[src/rtl/bn128_pkg.sv]
// Shared bn128 field/record types and multiexp ingress constants.
package bn128_pkg;
  localparam int FE_BITS = 256;
  typedef logic [FE_BITS-1:0] fe_t;
  typedef struct packed { fe_t k; fe_t y; fe_t x; } mexp_rec_t;
  typedef enum logic [1:0] {IDLE, LOAD, DRAIN} ingress_state_t;
  localparam logic [7:0] MEXP_OP_LOAD = 8'h01;
endpackage

[src/rtl/if_axi_stream.sv]
// Minimal packet stream: val/rdy handshake with start/end-of-packet flags.
interface if_axi_stream #(parameter int DAT_BYTS = 32) ();
  logic                  val;
  logic                  rdy;
  logic                  sop;
  logic                  eop;
  logic [DAT_BYTS*8-1:0] dat;
  modport sink   (input val, dat, sop, eop, output rdy);
  modport source (output val, dat, sop, eop, input rdy);
endinterface

[src/rtl/multiexp_ingress_rr.sv]
// Round-robin core pointer with one-hot decode; points at the core the next record goes to.
module multiexp_ingress_rr #(
  parameter int NUM_CORES = 4
) (
  input  logic                 i_clk,
  input  logic                 i_rst,
  input  logic                 advance,
  input  logic                 clear,
  output logic [NUM_CORES-1:0] onehot
);
  localparam int PW = (NUM_CORES > 1) ? $clog2(NUM_CORES) : 1;
  logic [PW-1:0] ptr;

  always_ff @(posedge i_clk or posedge i_rst) begin
    if (i_rst)        ptr <= '0;
    else if (clear)   ptr <= '0;
    else if (advance) ptr <= (ptr == PW'(NUM_CORES-1)) ? '0 : ptr + 1'b1;
  end

  for (genvar c = 0; c < NUM_CORES; c++) begin : g_dec
    assign onehot[c] = (ptr == PW'(c));
  end
endmodule

[src/rtl/multiexp_ingress.sv]
// Host-stream receiver: validates the LOAD header, assembles (x,y,k) records and
// deals them round-robin to the core array through a single output register.
module multiexp_ingress
  import bn128_pkg::*;
#(
  parameter int NUM_CORES = 4,
  parameter int DAT_BITS  = 256
) (
  input  logic                  i_clk,
  input  logic                  i_rst,
  if_axi_stream.sink            rx_if,
  output logic [3*DAT_BITS-1:0] o_rec_dat,
  output logic [NUM_CORES-1:0]  o_rec_val,
  input  logic [NUM_CORES-1:0]  i_rec_rdy,
  output logic                  o_busy,
  output logic                  o_done,
  output logic                  o_err,
  output logic [31:0]           o_rec_cnt
);
  ingress_state_t        state, nxt_state;
  logic [1:0]            beat_idx;
  logic [DAT_BITS-1:0]   x_q, y_q;
  logic [31:0]           n_q, asm_cnt;
  logic                  rdy_en, out_last, out_stale;
  logic                  hs, out_full, acc, last_rec;
  logic                  hdr_ok, err_set, load_out, zero_done;
  logic [NUM_CORES-1:0]  rr_onehot;
  logic [7:0]            opcode;
  logic [31:0]           hdr_n;

  assign hs       = |(o_rec_val & i_rec_rdy);
  assign out_full = |o_rec_val;
  assign opcode   = rx_if.dat[7:0];
  assign hdr_n    = rx_if.dat[39:8];
  assign last_rec = (asm_cnt == n_q - 32'd1);
  // k beat may land in the same cycle the output register drains
  assign rx_if.rdy = rdy_en && !(state == LOAD && beat_idx == 2'd2 && out_full && !hs);
  assign acc       = rx_if.val && rx_if.rdy;
  assign o_busy    = (state != IDLE) || (out_full && out_last);

  always_ff @(posedge i_clk or posedge i_rst) begin
    if (i_rst) state <= IDLE;
    else       state <= nxt_state;
  end

  always_comb begin
    nxt_state = state;
    hdr_ok    = 1'b0;
    err_set   = 1'b0;
    load_out  = 1'b0;
    zero_done = 1'b0;
    case (state)
      IDLE: if (acc && rx_if.sop) begin
        if (opcode != MEXP_OP_LOAD) begin
          err_set = 1'b1;
          if (!rx_if.eop) nxt_state = DRAIN;
        end else if (hdr_n == 32'd0) begin
          if (rx_if.eop) begin
            hdr_ok    = 1'b1;
            zero_done = 1'b1;
          end else begin
            err_set   = 1'b1;
            nxt_state = DRAIN;
          end
        end else if (rx_if.eop) begin
          err_set = 1'b1;
        end else begin
          hdr_ok    = 1'b1;
          nxt_state = LOAD;
        end
      end
      LOAD: if (acc) begin
        if (beat_idx != 2'd2) begin
          if (rx_if.eop) begin
            err_set   = 1'b1;
            nxt_state = IDLE;
          end
        end else if (last_rec && rx_if.eop) begin
          load_out  = 1'b1;
          nxt_state = IDLE;
        end else if (last_rec) begin
          err_set   = 1'b1;
          nxt_state = DRAIN;
        end else if (rx_if.eop) begin
          err_set   = 1'b1;
          nxt_state = IDLE;
        end else begin
          load_out  = 1'b1;
        end
      end
      DRAIN: if (acc && rx_if.eop) nxt_state = IDLE;
      default: nxt_state = IDLE;
    endcase
  end

  always_ff @(posedge i_clk or posedge i_rst) begin
    if (i_rst) begin
      rdy_en    <= 1'b0;
      beat_idx  <= '0;
      x_q       <= '0;
      y_q       <= '0;
      n_q       <= '0;
      asm_cnt   <= '0;
      out_last  <= 1'b0;
      out_stale <= 1'b0;
      o_rec_dat <= '0;
      o_rec_val <= '0;
      o_done    <= 1'b0;
      o_err     <= 1'b0;
      o_rec_cnt <= '0;
    end else begin
      rdy_en <= 1'b1;
      o_done <= zero_done || (hs && out_last);
      if (err_set) o_err <= 1'b1;
      if (hdr_ok) begin
        n_q      <= hdr_n;
        asm_cnt  <= '0;
        beat_idx <= '0;
      end
      if (state == LOAD && acc) begin
        if (beat_idx == 2'd0) x_q <= rx_if.dat;
        if (beat_idx == 2'd1) y_q <= rx_if.dat;
        beat_idx <= (beat_idx == 2'd2 || rx_if.eop) ? 2'd0 : beat_idx + 2'd1;
        if (load_out) asm_cnt <= asm_cnt + 32'd1;
      end
      if (load_out) begin
        o_rec_dat <= {rx_if.dat, y_q, x_q};
        o_rec_val <= rr_onehot;
        out_last  <= last_rec;
        out_stale <= 1'b0;
      end else if (hs) begin
        o_rec_val <= '0;
      end
      // a record still pending from the previous packet must not count toward the new one
      if (hdr_ok) begin
        o_rec_cnt <= '0;
        out_stale <= out_full && !hs;
      end else if (hs && !out_stale) begin
        o_rec_cnt <= o_rec_cnt + 32'd1;
      end
    end
  end

  multiexp_ingress_rr #(.NUM_CORES(NUM_CORES)) u_rr (
    .i_clk   (i_clk),
    .i_rst   (i_rst),
    .advance (load_out),
    .clear   (hdr_ok),
    .onehot  (rr_onehot)
  );
endmodule

[src/flat_wrapper.sv]
// flat-port wrapper written by rule: the top's interface ports become plain ports
module multiexp_ingress_flat import bn128_pkg::*;
#(
  parameter int NUM_CORES = 4,
  parameter int DAT_BITS  = 256
)
  (i_clk, i_rst, o_rec_dat, o_rec_val, i_rec_rdy, o_busy, o_done, o_err, o_rec_cnt, rx_if_val, rx_if_dat, rx_if_sop, rx_if_eop, rx_if_rdy);
  if_axi_stream #(.DAT_BYTS((256)/8)) rx_if_i ();
  input  logic i_clk;
  input  logic i_rst;
  output logic [3*DAT_BITS-1:0] o_rec_dat;
  output logic [NUM_CORES-1:0] o_rec_val;
  input  logic [NUM_CORES-1:0] i_rec_rdy;
  output logic o_busy;
  output logic o_done;
  output logic o_err;
  output logic [31:0] o_rec_cnt;
  input wire logic [$bits(rx_if_i.val)-1:0] rx_if_val;
  input wire logic [$bits(rx_if_i.dat)-1:0] rx_if_dat;
  input wire logic [$bits(rx_if_i.sop)-1:0] rx_if_sop;
  input wire logic [$bits(rx_if_i.eop)-1:0] rx_if_eop;
  output wire logic [$bits(rx_if_i.rdy)-1:0] rx_if_rdy;
  assign rx_if_i.val = rx_if_val;
  assign rx_if_i.dat = rx_if_dat;
  assign rx_if_i.sop = rx_if_sop;
  assign rx_if_i.eop = rx_if_eop;
  assign rx_if_rdy = rx_if_i.rdy;
  multiexp_ingress #(.NUM_CORES(NUM_CORES), .DAT_BITS(DAT_BITS)) u_core (.i_clk(i_clk), .i_rst(i_rst), .rx_if(rx_if_i), .o_rec_dat(o_rec_dat), .o_rec_val(o_rec_val), .i_rec_rdy(i_rec_rdy), .o_busy(o_busy), .o_done(o_done), .o_err(o_err), .o_rec_cnt(o_rec_cnt));
endmodule
[config.mk]
export PLATFORM = sky130hd
export DESIGN_NAME = multiexp_ingress_flat
export DESIGN_NICKNAME = d
export VERILOG_FILES = /design/src/rtl/bn128_pkg.sv /design/src/rtl/if_axi_stream.sv /design/src/rtl/multiexp_ingress_rr.sv /design/src/rtl/multiexp_ingress.sv /design/src/flat_wrapper.sv
export SDC_FILE = /design/constraint.sdc
export NUM_CORES = 2
export LEC_CHECK = 0
export ABC_AREA = 0
export BUFFER_PORTS_ARGS = -buffer_cell sky130_fd_sc_hd__clkbuf_2
export CAP_MARGIN = 20
export CORE_AREA = 2 2 417 419
export DETAILED_ROUTE_END_ITERATION = 8
export DIE_AREA = 0 0 419 421
export GPL_ROUTABILITY_DRIVEN = 1
export PLACE_DENSITY = 0.6
export SYNTH_ARGS = -nofsm -noshare
export SYNTH_HDL_FRONTEND = slang
export SYNTH_SLANG_ARGS = --single-unit
[constraint.sdc]
create_clock -name i_clk -period 49.6 [get_ports i_clk]
set_clock_uncertainty 0.1 [all_clocks]
set_input_delay 2.48 -clock i_clk [delete_from_list [all_inputs] [get_ports i_clk]]
set_output_delay 2.48 -clock i_clk [all_outputs]
set_load 0.05 [all_outputs]
==> metrics.txt <==
count of flip-flops with a built-in enable after synthesis 0; number of synthesized register bits 1391; Area Growth Syn to Fin 23.60%; Port-buffer cells 1072; leading register cell type out of synthesis sky130_fd_sc_hd__dfrtp_1; CP max FO 86; data required time of the worst path 50.23 ns; last weighted congestion value of the routability-driven placer 0.9265; DRT Wirelength 173300 µm; slew margin rel. 22.57%; half-perimeter wire length after placement 121500 µm; dominant cells by area after synthesis sky130_fd_sc_hd__dfrtp_1 64%, sky130_fd_sc_hd__nand2_1 17%, sky130_fd_sc_hd__mux2_2 11%; number of slew-limit violations in the final report 0; crit path launch type flop; # DRC 0; pin count of the biggest net entering global routing 186; setup total negative slack 0 ns; mux contribution to synthesized area 11.02%; cell accounting for the most synthesized area sky130_fd_sc_hd__dfrtp_1; total routing usage reported by global routing 19.35%; ANT nets after route 0; Compound-Gate Fraction of Synth Area 1.173%; Avg Inst Size Synth 10.66 µm²; Pwr Density 34.81 nW/µm²; count of hold buffers inserted by post-cts repair 0; Core ar. 172500 µm²; post-route fraction of the period consumed by the critical path 15.35%; die outline area 176400 µm²; slowest stage delay, CP 0.91 ns; clock slew at reported path FFs 0.06 ns; endpoint kind of the worst setup timing path flop; number of buffers added for setup after CTS 0; TritonCTS clock tree built; vias 39760; ordered list of cells on the worst path nor4_4 -> nand4_4 -> or2_4 -> o41ai_1 -> nand2_1 -> nor4_2 -> and3_1 -> ha_1 -> and4b_4 -> buf_4 -> buf_4 -> buf_4 -> buf_4 -> nand2_1 -> nand2_1; Hold Slack 0.3426 ns; nets 6357; number of vias per cell 4.660; number of antenna violations at the first check in global routing 27; net count of the mapped netlist 5342; FFs w/ async S/R, synth 100.0%; initial core utilization 31.29%; combinational family with the most area after synthesis simple AND/OR/NAND/NOR gates; ratio of cells with drive above 1 in the final layout 30.63%; actual transition at the worst max-transition pin 1.158 ns; grt ovf 0; number of global-route vias before repair 38923; most common library cell in the layout ignoring fill and taps sky130_fd_sc_hd__nand2_1; unrepaired setup endpoints after global routing no; y dimension of the die 421 µm; DR WL/cell 20.30 µm; Final Critical Period 7.614 ns; cell type with the highest occurrence count on the critical path sky130_fd_sc_hd__buf_4; reported max-cap violation count 0; number of buffers created by CTS 151; Leak 38.00 nW; sequential share of the synthesized area 64.50%; final number of hold-violating endpoints 0; area share of the largest cell type after synthesis 64.50%; Worst VDD drop 0.03132 mV; Max clock buf depth 3; result of the run finished, final reports clean; count of standard-cell rows 153; clock root buffer sky130_fd_sc_hd__clkbuf_16; number of cells produced by synthesis 5064; share of the synthesized netlist area taken by xor and xnor gates 1.315%; area of combinational cells with multiple inputs 18050 µm²; critical path class flop to flop; cell area after synthesis 53970 µm²; Crit path arrival time 8.24 ns; fill cell total of the finished layout 17038; Final setup violation count 0; First DRT Iteration DRCs 3183; number of clock sinks seen by CTS 1391; number of gates resized after cts 0; overall power after layout 0.002322 W; sequential cell area 34810 µm²; HP Class flop to flop; Clk Latency, worst-skew pair 0.82 ns; simple logic cell fraction of the synthesized area 19.58%; most used cells in the layout excluding fill and tap cells 2450 x sky130_fd_sc_hd__nand2_1, 1391 x sky130_fd_sc_hd__dfrtp_1, 1072 x sky130_fd_sc_hd__clkbuf_2, 514 x sky130_fd_sc_hd__mux2_2, 151 x sky130_fd_sc_hd__clkbuf_16; die extent in x 419 µm; library cell contributing the largest single delay on the critical path sky130_fd_sc_hd__and4b_4; number of search-and-repair iterations in the first detailed-routing pass 5; global-route wire length before repair 257500 µm; post-placement cell count 8249; Ports 1073; number of different library cells in the post-synthesis netlist 73; final non-filler cell total 8533; adder and majority gate portion of the synthesized area 0.3014%; Max Fclk 131.3 MHz; H-tree levels 4; synthesis warning total 0
final timing paths:
check                      cells past startpoint               endpoint  slack [ns]       startpoint
max                                           15   u_core.o_rec_dat[95]       41.99    u_core.n_q[5]
min                                            2  u_core.o_rec_dat[438]        0.34  u_core.y_q[182]
max reg2reg                                   15   u_core.o_rec_dat[95]       41.99    u_core.n_q[5]
min reg2reg                                    2  u_core.o_rec_dat[438]        0.34  u_core.y_q[182]
max in group asynchronous                      7  u_core.o_rec_dat[135]       43.19            i_rst
min in group asynchronous                      2    u_core.o_rec_dat[3]        1.65            i_rst
power by group:
part           leakage (nW)  switching [W]  internal [W]
clock                  2.43       0.000486      0.000643
sequential             19.4    0.000000848       0.00114
combinational          16.2      0.0000455     0.0000115
total                  38.0       0.000533       0.00179
metal layers:
layer | global-route usage, % | vias up | wire length, µm
li1 | - | 18213 | -
met3 | 5.399 | 356 | 11610
met5 | 0 | - | 314
met2 | 31.95 | 1167 | 84790
met4 | 7.828 | 24 | 7579
met1 | 23.80 | 20000 | 68960
metrics by stage:
step	utilization, %	setup WS (ns)	cell area [µm²]
detailed placement	35.72	41.66	61610
global placement	35.72	41.74	61610
global route	38.66	41.31	66680
floorplan	-	7.798	53970
finish	38.67	41.99	66710
CTS	38.62	41.95	66620
cell families (layout without fill, tap and decap cells):
kind of cell    count (synthesis)  after routing
xor+xnor                       81             81
simple gates                 2682           2682
flops                        1391           1391
fa+ha+maj                      13             13
buf+inv                       275           1407
other cells                     1             13
compound gates                 92             92
mux                           529            529
Yosys cell counts, types with 4 or more instances:
cell type,number
sky130_fd_sc_hd__clkbuf_1,193
sky130_fd_sc_hd__dfrtp_1,1391
sky130_fd_sc_hd__nor3_1,16
sky130_fd_sc_hd__o211ai_1,5
sky130_fd_sc_hd__mux2i_1,13
sky130_fd_sc_hd__or4_1,4
sky130_fd_sc_hd__xor2_1,38
sky130_fd_sc_hd__nor4_1,19
sky130_fd_sc_hd__inv_1,18
sky130_fd_sc_hd__o31ai_1,10
sky130_fd_sc_hd__buf_2,55
sky130_fd_sc_hd__and4_1,4
sky130_fd_sc_hd__and2_1,5
sky130_fd_sc_hd__or3_1,7
sky130_fd_sc_hd__a21oi_1,12
sky130_fd_sc_hd__a22o_1,5
sky130_fd_sc_hd__ha_1,13
sky130_fd_sc_hd__nand2_1,2452
sky130_fd_sc_hd__nand4_1,32
sky130_fd_sc_hd__buf_6,4
sky130_fd_sc_hd__xnor2_1,43
sky130_fd_sc_hd__nor2_1,56
sky130_fd_sc_hd__mux2_2,514
sky130_fd_sc_hd__o21ai_0,26
sky130_fd_sc_hd__nand3_1,39
sky130_fd_sc_hd__and3_1,15
state kept, by name, summed over array words and instances, names as in the netlist, 2 cells and up:
name	flops
u_core.state	2
u_core.u_rr.ptr	2
u_core.x_q	256
u_core.asm_cnt	32
u_core.o_rec_cnt	32
u_core.o_rec_dat	768
u_core.o_rec_val	4
u_core.y_q	256
u_core.n_q	32
u_core.beat_idx	2
worst max-delay path, delay by kind of cell (launching register included):
family                   cells  cell delay, ns
AND/OR/NAND/NOR              9            3.01
adder cells (fa/ha/maj)      1            0.28
AO/OA/AOI/OAI                1            0.46
flip-flops                   1            0.48
buffers and inverters        4            2.97
layout make-up:
cell class / count / area share (%)
flip-flops and latches: 1391 / 52.18
multi-input cells: 3398 / 27.06
repair buffers: 1119 / 8.726
clock buffers: 221 / 6.584
well taps: 2325 / 4.361
clock inverters: 49 / 0.9266
inverters: 18 / 0.1125
diodes: 12 / 0.04502
Note: power is estimated with default switching activity, not from simulation.
